## src/rtl/pc_btb_gen_if.sv

```systemverilog
// Fetch-side bundle for pc_btb_gen: hazard/redirect/update inputs in,
// fetch PC and BTB prediction out.
interface pc_btb_gen_if #(
  parameter int XLEN = 32
);
  logic            stall;
  logic            redirect_valid;
  logic [XLEN-1:0] redirect_pc;
  logic            upd_valid;
  logic [XLEN-1:0] upd_pc;
  logic [XLEN-1:0] upd_target;
  logic            upd_taken;
  logic [XLEN-1:0] pc;
  logic [XLEN-1:0] pc4;
  logic            pred_taken;
  logic [XLEN-1:0] pred_target;

  modport master (
    output stall,
    output redirect_valid,
    output redirect_pc,
    output upd_valid,
    output upd_pc,
    output upd_target,
    output upd_taken,
    input  pc,
    input  pc4,
    input  pred_taken,
    input  pred_target
  );

  modport slave (
    input  stall,
    input  redirect_valid,
    input  redirect_pc,
    input  upd_valid,
    input  upd_pc,
    input  upd_target,
    input  upd_taken,
    output pc,
    output pc4,
    output pred_taken,
    output pred_target
  );
endinterface

```

## src/rtl/pc_btb_gen.sv

```systemverilog
// Fetch PC register with a direct-mapped BTB and 2-bit counters.
// Redirect > stall > predicted target > pc+4.
module pc_btb_gen #(
  parameter int              XLEN        = 32,
  parameter logic [XLEN-1:0] RESET_PC    = '0,
  parameter int              BTB_ENTRIES = 16
) (
  input  logic         clk,
  input  logic         rst,
  pc_btb_gen_if.slave  bus
);

  localparam int IDX_W = $clog2(BTB_ENTRIES);
  localparam int TAG_W = XLEN - IDX_W - 2;

  typedef logic [IDX_W-1:0] idx_t;
  typedef logic [TAG_W-1:0] tag_t;

  logic [XLEN-1:0]        pc_q, pc_d;
  logic [BTB_ENTRIES-1:0] valid_q, valid_d;
  logic [1:0]             ctr_q    [BTB_ENTRIES];
  logic [1:0]             ctr_d    [BTB_ENTRIES];
  tag_t                   tag_q    [BTB_ENTRIES];
  tag_t                   tag_d    [BTB_ENTRIES];
  logic [XLEN-1:0]        target_q [BTB_ENTRIES];
  logic [XLEN-1:0]        target_d [BTB_ENTRIES];

  idx_t l_idx, u_idx;
  tag_t l_tag, u_tag;
  logic l_hit, u_hit;

  // Lookup reads only registered state, so a same-cycle update is
  // not visible until the following cycle.
  assign l_idx = pc_q[IDX_W+1:2];
  assign l_tag = pc_q[XLEN-1:IDX_W+2];
  assign l_hit = valid_q[l_idx] && (tag_q[l_idx] == l_tag);

  assign u_idx = bus.upd_pc[IDX_W+1:2];
  assign u_tag = bus.upd_pc[XLEN-1:IDX_W+2];
  assign u_hit = valid_q[u_idx] && (tag_q[u_idx] == u_tag);

  assign bus.pc          = pc_q;
  assign bus.pc4         = pc_q + XLEN'(4);
  assign bus.pred_taken  = l_hit && ctr_q[l_idx][1];
  assign bus.pred_target = l_hit ? target_q[l_idx] : '0;

  always_comb begin
    pc_d = pc_q;
    if (bus.redirect_valid) begin
      pc_d = bus.redirect_pc;
    end else if (bus.stall) begin
      pc_d = pc_q;
    end else if (bus.pred_taken) begin
      pc_d = bus.pred_target;
    end else begin
      pc_d = bus.pc4;
    end
  end

  always_comb begin
    valid_d  = valid_q;
    ctr_d    = ctr_q;
    tag_d    = tag_q;
    target_d = target_q;
    if (bus.upd_valid) begin
      if (u_hit) begin
        if (bus.upd_taken) begin
          if (ctr_q[u_idx] != 2'b11) begin
            ctr_d[u_idx] = ctr_q[u_idx] + 2'b01;
          end
          target_d[u_idx] = bus.upd_target;
        end else if (ctr_q[u_idx] != 2'b00) begin
          ctr_d[u_idx] = ctr_q[u_idx] - 2'b01;
        end
      end else if (bus.upd_taken) begin
        // Allocation evicts whatever aliased into this slot.
        valid_d[u_idx]  = 1'b1;
        tag_d[u_idx]    = u_tag;
        target_d[u_idx] = bus.upd_target;
        ctr_d[u_idx]    = 2'b10;
      end
    end
  end

  always_ff @(posedge clk) begin
    if (!rst) begin
      pc_q    <= RESET_PC;
      valid_q <= '0;
      for (int i = 0; i < BTB_ENTRIES; i++) begin
        ctr_q[i] <= 2'b01;
      end
    end else begin
      pc_q    <= pc_d;
      valid_q <= valid_d;
      ctr_q   <= ctr_d;
    end
  end

  // Tags and targets are qualified by valid, so they carry no reset.
  always_ff @(posedge clk) begin
    if (rst) begin
      tag_q    <= tag_d;
      target_q <= target_d;
    end
  end

endmodule

```

## src/flat_wrapper.sv

```systemverilog
// flat-port wrapper written by rule: the top's interface ports become plain ports
module pc_btb_gen_flat 
#(
  parameter int              XLEN        = 32,
  parameter logic [XLEN-1:0] RESET_PC    = '0,
  parameter int              BTB_ENTRIES = 16
)
  (clk, rst, bus_stall, bus_redirect_valid, bus_redirect_pc, bus_upd_valid, bus_upd_pc, bus_upd_target, bus_upd_taken, bus_pc, bus_pc4, bus_pred_taken, bus_pred_target);
  pc_btb_gen_if #(.XLEN(XLEN)) bus_i ();
  input  logic clk;
  input  logic rst;
  input wire logic [$bits(bus_i.stall)-1:0] bus_stall;
  input wire logic [$bits(bus_i.redirect_valid)-1:0] bus_redirect_valid;
  input wire logic [$bits(bus_i.redirect_pc)-1:0] bus_redirect_pc;
  input wire logic [$bits(bus_i.upd_valid)-1:0] bus_upd_valid;
  input wire logic [$bits(bus_i.upd_pc)-1:0] bus_upd_pc;
  input wire logic [$bits(bus_i.upd_target)-1:0] bus_upd_target;
  input wire logic [$bits(bus_i.upd_taken)-1:0] bus_upd_taken;
  output wire logic [$bits(bus_i.pc)-1:0] bus_pc;
  output wire logic [$bits(bus_i.pc4)-1:0] bus_pc4;
  output wire logic [$bits(bus_i.pred_taken)-1:0] bus_pred_taken;
  output wire logic [$bits(bus_i.pred_target)-1:0] bus_pred_target;
  assign bus_i.stall = bus_stall;
  assign bus_i.redirect_valid = bus_redirect_valid;
  assign bus_i.redirect_pc = bus_redirect_pc;
  assign bus_i.upd_valid = bus_upd_valid;
  assign bus_i.upd_pc = bus_upd_pc;
  assign bus_i.upd_target = bus_upd_target;
  assign bus_i.upd_taken = bus_upd_taken;
  assign bus_pc = bus_i.pc;
  assign bus_pc4 = bus_i.pc4;
  assign bus_pred_taken = bus_i.pred_taken;
  assign bus_pred_target = bus_i.pred_target;
  pc_btb_gen #(.XLEN(XLEN), .RESET_PC(RESET_PC), .BTB_ENTRIES(BTB_ENTRIES)) u_core (.clk(clk), .rst(rst), .bus(bus_i));
endmodule
```

## config.mk

```make
export PLATFORM = sky130hd
export DESIGN_NAME = pc_btb_gen_flat
export DESIGN_NICKNAME = d
export VERILOG_FILES = /design/src/rtl/pc_btb_gen_if.sv /design/src/rtl/pc_btb_gen.sv /design/src/flat_wrapper.sv
export SDC_FILE = /design/constraint.sdc
export NUM_CORES = 1
export LEC_CHECK = 0
export CAP_MARGIN = 20
export CORE_ASPECT_RATIO = 1.1
export CORE_MARGIN = 5
export CORE_UTILIZATION = 35
export CTS_CLUSTER_DIAMETER = 60
export DETAILED_ROUTE_END_ITERATION = 12
export GPL_ROUTABILITY_DRIVEN = 0
export SYNTH_ARGS = -nofsm -noshare
export SYNTH_HDL_FRONTEND = slang
export SYNTH_SLANG_ARGS = --single-unit
```

## constraint.sdc

```tcl
create_clock -name clk -period 13.6 [get_ports clk]
set_input_delay 4.08 -clock clk [delete_from_list [all_inputs] [get_ports clk]]
set_output_delay 4.08 -clock clk [all_outputs]
set_load 0.01 [all_outputs]
```

# == Word level (Yosys, flattened, before mapping) ==
# Index checks and enable logic that the tools add are counted.
# W data, S select, Z words.
# totals
input_bits,102
mem_count,0
register_bits,1008
elab_cells,123
ramBits,0
mem_bits_ro,0
output_inout_bits,97
latch_bits,0
# op_classes
div_mod_pow,0
order_cmp,6
shifts,0
n_mul,0
bitwise_logic,7
reduce_logical,12
n_mux,40
eq_ne,5
n_addsub,3
# ops
cell,count
$bwmux W512,1
$bwmux W416,1
$mux W32,12
$bmux W26 S4,2
$mux W26,5
$bmux W32 S4,1
$demux W32 S4,1
$demux W26 S4,1
$bwmux W32,2
$eq A26 B26 Y1,2
$add A32 B3 Y32 const B,1
$or A16 B16 Y16,2
$and A16 B16 Y16,1
$bmux W2 S4,2
$not A16 Y16,1
$ge A5 B5 Y1 const B,2
$lt A4 B5 Y1 const B,2
$mux W2,5
$not A4 Y5,2
$bmux W1 S4,2
$demux W2 S4,1
$reduce_and A4 Y1,2
$reduce_and A3 Y1,2
$reduce_bool A2 Y1,3
11 further kinds,17

# == Depth between registers and ports, before layout ==
# Gate-level depths: netlist (run 1).
# depth
word_depth,10
depth_mapped,18
depth_no_buf,12

# == Least setup slack after synthesis (run 1) ==
# No wires, ideal clock.
# synth_timing
path_kind,input -> register
startpoint,input port bus_upd_pc[2]
endpoint,register u_core.tag_q[0] (netlist name) (enable)
slack_ps,5438
setup_ps,409
t_required_ps,13191
stages,14
path_buffers,6
t_arrival_ps,7753
path_cell_list,buf_4 > buf_8 > buf_2 > mux4_2 > mux4_2 > xor2_1 > nor3_1 > nand4_1 > or2_1 > buf_2 > nand2b_1 > clkbuf_2 > buf_4 > nor2_1
# synth_via
elab_chain_cells,8
word_cells_on_any_way,10
cone_classes,eq/ne (1); mux (5); bitwise (2); reduce/logical (2)
# synth_rtl
item,line,source
"start, declared",flat_wrapper.sv:16,input wire logic [$bits(bus_i.upd_pc)-1:0] bus_upd_pc;
$not A4 Y5 (not written as such),pc_btb_gen.sv:40,assign u_hit = valid_q[u_idx] && (tag_q[u_idx] == u_tag);
$bmux W26 S4,pc_btb_gen.sv:40,
$mux W26 (not written as such) (2 in series),pc_btb_gen.sv:40,
$eq A26 B26 Y1,pc_btb_gen.sv:40,
$logic_and A1 B1 Y1 (*),pc_btb_gen.sv:40,
$not A1 Y1 (no source line) (*),--,
$reduce_and A4 Y1 (no source line) (*),--,
"end signal, assigned",pc_btb_gen.sv:102,tag_q <= tag_d;
"end, declared",pc_btb_gen.sv:23,tag_t tag_q [BTB_ENTRIES];
# Every way passes the cells marked *; elsewhere a longest branch is shown, timed or not. The select of a mux whose other input is x is not followed.
# A chain may end at the register's enable or synchronous reset.

# == Final worst setup path (run 1) ==
# layout_timing
startpoint,"register u_core.pc_q[2], in the netlist u_core.bus.pc[2]"
endpoint,output port bus_pred_target[0]
# layout_via
elab_chain_cells,7
word_cells_on_any_way,12
cone_classes,eq/ne (1); mux (9); bitwise (1); reduce/logical (1)
# layout_rtl
item,line,source
"start, declared",pc_btb_gen.sv:19,"logic [XLEN-1:0] pc_q, pc_d;"
"start signal, assigned",pc_btb_gen.sv:93,pc_q <= pc_d;
$not A4 Y5 (not written as such),"pc_btb_gen.sv:36, pc_btb_gen.sv:45",
$bmux W26 S4,pc_btb_gen.sv:36,assign l_hit = valid_q[l_idx] && (tag_q[l_idx] == l_tag);
$mux W26 (not written as such) (2 in series),pc_btb_gen.sv:36,
$eq A26 B26 Y1,pc_btb_gen.sv:36,
$logic_and A1 B1 Y1,pc_btb_gen.sv:36,
$mux W32 (*),pc_btb_gen.sv:45,assign bus.pred_target = l_hit ? target_q[l_idx] : '0;
"end, declared",flat_wrapper.sv:22,output wire logic [$bits(bus_i.pred_target)-1:0] bus_pred_target;
# Marked as above.

==> results.cfg, run 1 <==
[run_status]
status = completed

[pwr]
comb_power_share = 0.092
ir_drop_mv = 0.1098
powerDensity_nw_per_um2 = 132.1
seqPwrFrac = 0.494
power.total_mw = 6.995
switching_share = 0.2365
switchingPower_mw = 1.654
intPower_mw = 5.340
p_clk_frac = 0.414
leakage_nw = 16.74

[synth]
syn_area_um2 = 45580
synth_warnings = 0
syn_avg_cell_area_um2 = 17.71
async_reset_ff_frac = 0
synth_top_cell_by_area = edfxtp_1
synth_nets = 2678
synth_flop_cell = edfxtp_1
synth_edf_count = 928
synthCells = 2573
yosys.area.top_type_share = 0.6114
synth.distinct_cells = 89
yosys_register_bits = 1008
ys_seq_area_frac = 0.6465
ys_top_cells_by_area = edfxtp_1, mux4_2, dfxtp_1

[floorplan]
coreArea_um2 = 129000
die_w_um = 354.1
die_h_um = 388.5
dieArea_um2 = 137600
io_pins = 199
initial_core_util = 0.3534
rows = 138

[global_routing]
grt_pass1_vias = 27180
grtUsageTotal = 0.1958
grt_pass1_wl_um = 196900
grt_overflow = 0
grt_max_degree = 110
antenna_found_initial = 13

[placed_design]
placedCellCount = 4328
place_ws_ns = 3.742
dp_hpwl_um = 85610
port_buffers = 196

[finish]
finish.utilization = 0.4106
finalNonFillerCells = 4542
finalNetCount = 2865
area_growth_pct = 16.19
layout_commonest_cell = edfxtp_1
layout-drive-gt1-share = 0.2313
final_cell_mix = edfxtp_1, mux4_2, clkdlybuf4s50_1

[setup_path]
worst-path-stages = 10
crit_path_max_incr_delay_ns = 0.91
worst-setup-path-type = flip-flop to output port
worstSetupStartpoint = u_core.bus.pc[2]
cp_cell_sequence = buf_12 > nor2b_1 > a22o_1 > nor4_1 > a2111oi_0 > a22oi_1 > or4_4 > nor2_4 > and2_1 > clkdlybuf4s50_1
rr_endpoint = u_core.bus.pc[3]
worst_path_max_delay_cell = nor2b_1
crit_buf_inv = 2
start_kind = flip-flop
r2r-start = u_core.bus.pc[2]
crit_family = simple AND/OR/NAND/NOR gates
end_kind = output port
crit_end = bus_pred_target[0]
reg2reg_slack_ns = 7.96
cp.arrival_ns = 6.43
path_max_fanout = 71
critical_path_required_ns = 9.52
rr_worst_depth = 12

[sta]
relSlewSlack = 0.2946
max_freq_mhz = 95.15
period_needed_ns = 10.51
worstMarginPinSlew_ns = 1.056
hold_viol = 0
rsz0062_at_grt = false
fin_setup_tns_ns = 0
finClkSkew_ns = 0.05145
fin_ws_ns = 3.090
period_share = 0.7728
maxSlewViolCount = 0
setup_violations = 0

[clocking]
clk_pin_slew_worst_paths_ns = 0.06
root_buffer = clkbuf_16
cts-hold-fix-buffers = 0
ctsResizeCount = 0
cts_setup_buffers = 0
cts.sinks = 1008
cts_buffers = 108
clock_latency_ns = 0.72
htreeDepth = 3
cts_tree = built
ctsLongestPathBuffers = 3

[route]
drtIter0Drc = 3231
wl_um = 138300
remaining_drc_errors = 0
routedWlPerCell_um = 30.45
final_antenna_net_count = 0
first_pass_iters = 7
vias = 26790
viasPerCell = 5.898

[worst_hold_path]
hold_class = flip-flop to flip-flop

[run]
cap_viol_max_count = 0
-- through the flow --
stage / hold WS (ns) / area, um2
finish: 0.5158 / 52960
global route: 0.5408 / 52940
CTS: 0.5145 / 52900
detailed placement: 0.5006 / 49370
global placement: 0.4898 / 49360
floorplan: 0.4696 / 45580
-- layout make-up --
cell class,count,area (um2)
Antenna cell,8,20.02
Clock buffer,135,2855
Clock inverter,69,680.7
Fill cell,11340,76020
Inverter,34,130.1
Multi-Input combinational cell,1351,15230
Sequential cell,1008,29480
Tap cell,1680,2102
Timing Repair Buffer,257,2462
-- worst min-delay path, delay by kind of cell, from the launching register on --
kind / cells / cell delay, ns
AO/OA/AOI/OAI: 1 / 0.08
AND/OR/NAND/NOR: 1 / 0.07
flip-flops: 1 / 0.31
-- power groups by stage --
stage	combinational, mW	clock, mW	sequential (mW)
2_1_floorplan	0.392	0	3.49
3_3_place_gp	0.627	0	3.52
3_5_place_dp	0.636	0	3.52
4_1_cts	0.639	2.95	3.46
5_1_grt	0.674	3.08	3.46
6_report	0.641	2.90	3.46
-- routing by layer --
layer | up-vias | global-route usage | share of wire
met3 | 218 | 0.04933 | 0.098
met1 | 14240 | 0.2662 | 0.40
met4 | 8 | 0.05163 | 0.025
li1 | 10990 | - | -
met2 | 1335 | 0.3163 | 0.48
met5 | - | 0 | 0.00041
-- cell families after synthesis --
group / count (synthesis) / share of synthesized area
compound gates: 343 / 0.04985
xor+xnor: 71 / 0.01364
fa+ha+maj: 3 / 0.0008236
buf+inv: 214 / 0.02495
flops: 1008 / 0.6465
mux: 538 / 0.2190
simple gates: 396 / 0.04524
-- synth_stat cells, drive strengths merged (20+ instances only) --
cell type and count:
and2 37, clkbuf 76, nor2b 36, a21oi 78, dfxtp 80, a22oi 26, o211a 26, inv 32
xor2 20, nand2b 26, mux2 22, edfxtp 928, mux4 363, xnor2 51, nand2 62, buf 104
o21ai 99, o211ai 26, nand3 35, nor3 24, mux2i 153, nor2 106
-- state kept, by name, summed over array words and instances, names as in the netlist --
name,cells
u_core.valid_q,16
u_core.target_q,512
u_core.bus.pc,32
u_core.tag_q,416
u_core.ctr_q,32
-- how the worst min path moves through the flow --
stage | from | end | slack [ns] | cells past startpoint
finish | u_core.ctr_q[6] | u_core.ctr_q[6] | 0.52 | 2
global route | u_core.ctr_q[9] | u_core.ctr_q[9] | 0.54 | 2
CTS | u_core.valid_q[3] | u_core.valid_q[3] | 0.51 | 2
detailed placement | u_core.valid_q[3] | u_core.valid_q[3] | 0.50 | 2
global placement | u_core.valid_q[14] | u_core.valid_q[14] | 0.49 | 2
floorplan | u_core.valid_q[10] | u_core.valid_q[10] | 0.47 | 2
Power figures use the tool's default switching activity.
==> run 2: changes to the inputs <==
Clock period 13.6 ns to 9.75 ns, I/O delays scaled along.
==> run 2 against run 1 <==
  * Via count increased by 0.32%
  * Clock power is 37% higher
  * Sequential power rose by 39%
  * First-iteration DRC count grew 6.6%
  * Worst setup slack got worse by 2.4 ns
  * Routed wire length is 0.58% higher
  * Final area is 0.13% higher
  * Critical path depth did not move
  * Hold slack worse by 0.0018 ns
  * Largest cell class unchanged
==> results.cfg, run 2 (synthesis gave the netlist of run 1 again) <==
[run_status]
status = completed

[placed_design]
dp_hpwl_um = 89780
port_buffers = 196
dpl_cell_area_um2 = 49570
placedCellCount = 4348
place_ws_ns = 1.186

[route]
drtIter0Drc = 3443
final_antenna_net_count = 0
viasPerCell = 5.907
wl_um = 139100
routedWlPerCell_um = 30.58
vias = 26870
first_pass_iters = 8
remaining_drc_errors = 0

[finish]
largest_reg_flops = 512
layout_commonest_cell = edfxtp_1
final_cell_area_um2 = 53030
finish.utilization = 0.4111
area_growth_pct = 16.34
regMostFlops = u_core.target_q
reg.largest.list = u_core.target_q: 512 flops, u_core.tag_q: 416 flops
finalNetCount = 2884
fill_cells = 11270
layout-drive-gt1-share = 0.2346
finalNonFillerCells = 4549
final_cell_mix = edfxtp_1, mux4_2, clkdlybuf4s50_1

[setup_path]
critical_path_required_ns = 6.83
end_kind = output port
start_kind = flip-flop
path_max_fanout = 46
worst-setup-path-type = flip-flop to output port
cp.arrival_ns = 6.17

[sta]
setup_violations = 0
finClkSkew_ns = 0.04743
period_needed_ns = 9.097
fin_ws_ns = 0.6525
hold_viol = 0
worstMarginPinSlew_ns = 1.008
whs_ns = 0.5140
maxSlewViolCount = 0
relSlewSlack = 0.3265
max_freq_mhz = 109.9
period_share = 0.9331
fin_setup_tns_ns = 0
rsz0062_at_grt = false

[global_routing]
grt_pass1_wl_um = 199100
antenna_found_initial = 15
grtUsageTotal = 0.1981
grt_pass1_vias = 27520
grt_max_degree = 90
grt_overflow = 0

[clocking]
cts_buffers = 108
htreeDepth = 3
clk_pin_slew_worst_paths_ns = 0.07
cts.sinks = 1008
cts_setup_buffers = 0
cts-hold-fix-buffers = 0
ctsLongestPathBuffers = 3
clock_latency_ns = 0.71
root_buffer = clkbuf_16
cts_tree = built
ctsResizeCount = 0

[floorplan]
die_w_um = 354.1
die_h_um = 388.5
io_pins = 199
dieArea_um2 = 137600
coreArea_um2 = 129000
initial_core_util = 0.3534
rows = 138

[pwr]
power.total_mw = 9.701
ir_drop_mv = 0.1386
leakage_nw = 16.77
powerDensity_nw_per_um2 = 182.9

[run]
cap_viol_max_count = 0

[worst_hold_path]
hold_class = flip-flop to flip-flop
[run 2: cell count changes in the layout (fill, tap and decap cells not counted), sizes merged]
cell | previous run | this run
clkbuf | 136 | 133
buf | 67 | 86
inv | 43 | 39
diode | 8 | 4
clkinv | 48 | 45
clkinvlp | 4 | 6
[run 2: layer usage]
metal / track usage / wire, um
met1: 0.2711 / 56280
met2: 0.3188 / 65650
met3: 0.04535 / 13090
met4: 0.05756 / 3984
met5: 0 / 116
[run 2: layout make-up]
| class | instances | area [um2] | share of cell area |
|---|---|---|---|
| Sequential cell | 1008 | 29480 | 0.5559 |
| Multi-Input combinational cell | 1351 | 15230 | 0.2872 |
| Clock buffer | 132 | 2793 | 0.05266 |
| Timing Repair Buffer | 276 | 2639 | 0.04976 |
| Tap cell | 1680 | 2102 | 0.03964 |
| Clock inverter | 64 | 645.6 | 0.01217 |
| Inverter | 34 | 130.1 | 0.002454 |
| Antenna cell | 4 | 10.01 | 0.0001888 |
[run 2: worst max-delay path, cell delays in order, from the launching register on]
cell	delay [ns]
dfxtp_4	0.99
nor2b_1	0.89
a22o_1	0.31
nor4_1	0.09
a2111oi_0	0.75
a22oi_1	0.20
or4_4	0.64
nor2_4	0.48
buf_4	0.33
and2_1	0.17
clkdlybuf4s50_1	0.56
[run 2: worst paths after layout]
path                         endpoint        startpoint  slack (ns)  cells past startpoint
hold reg to reg       u_core.ctr_q[5]   u_core.ctr_q[5]        0.51                      2
hold / removal        u_core.ctr_q[5]   u_core.ctr_q[5]        0.51                      2
setup reg to reg     u_core.bus.pc[3]  u_core.bus.pc[2]        4.42                     11
setup / recovery  bus_pred_target[19]  u_core.bus.pc[2]        0.65                     10
[run 2: report_power, final]
group          leakage [nW]  internal (mW)  switching (mW)
clock                  1.65           2.26            1.72
sequential             9.00           4.76          0.0625
combinational          6.11          0.384           0.515
total                  16.8           7.40            2.30
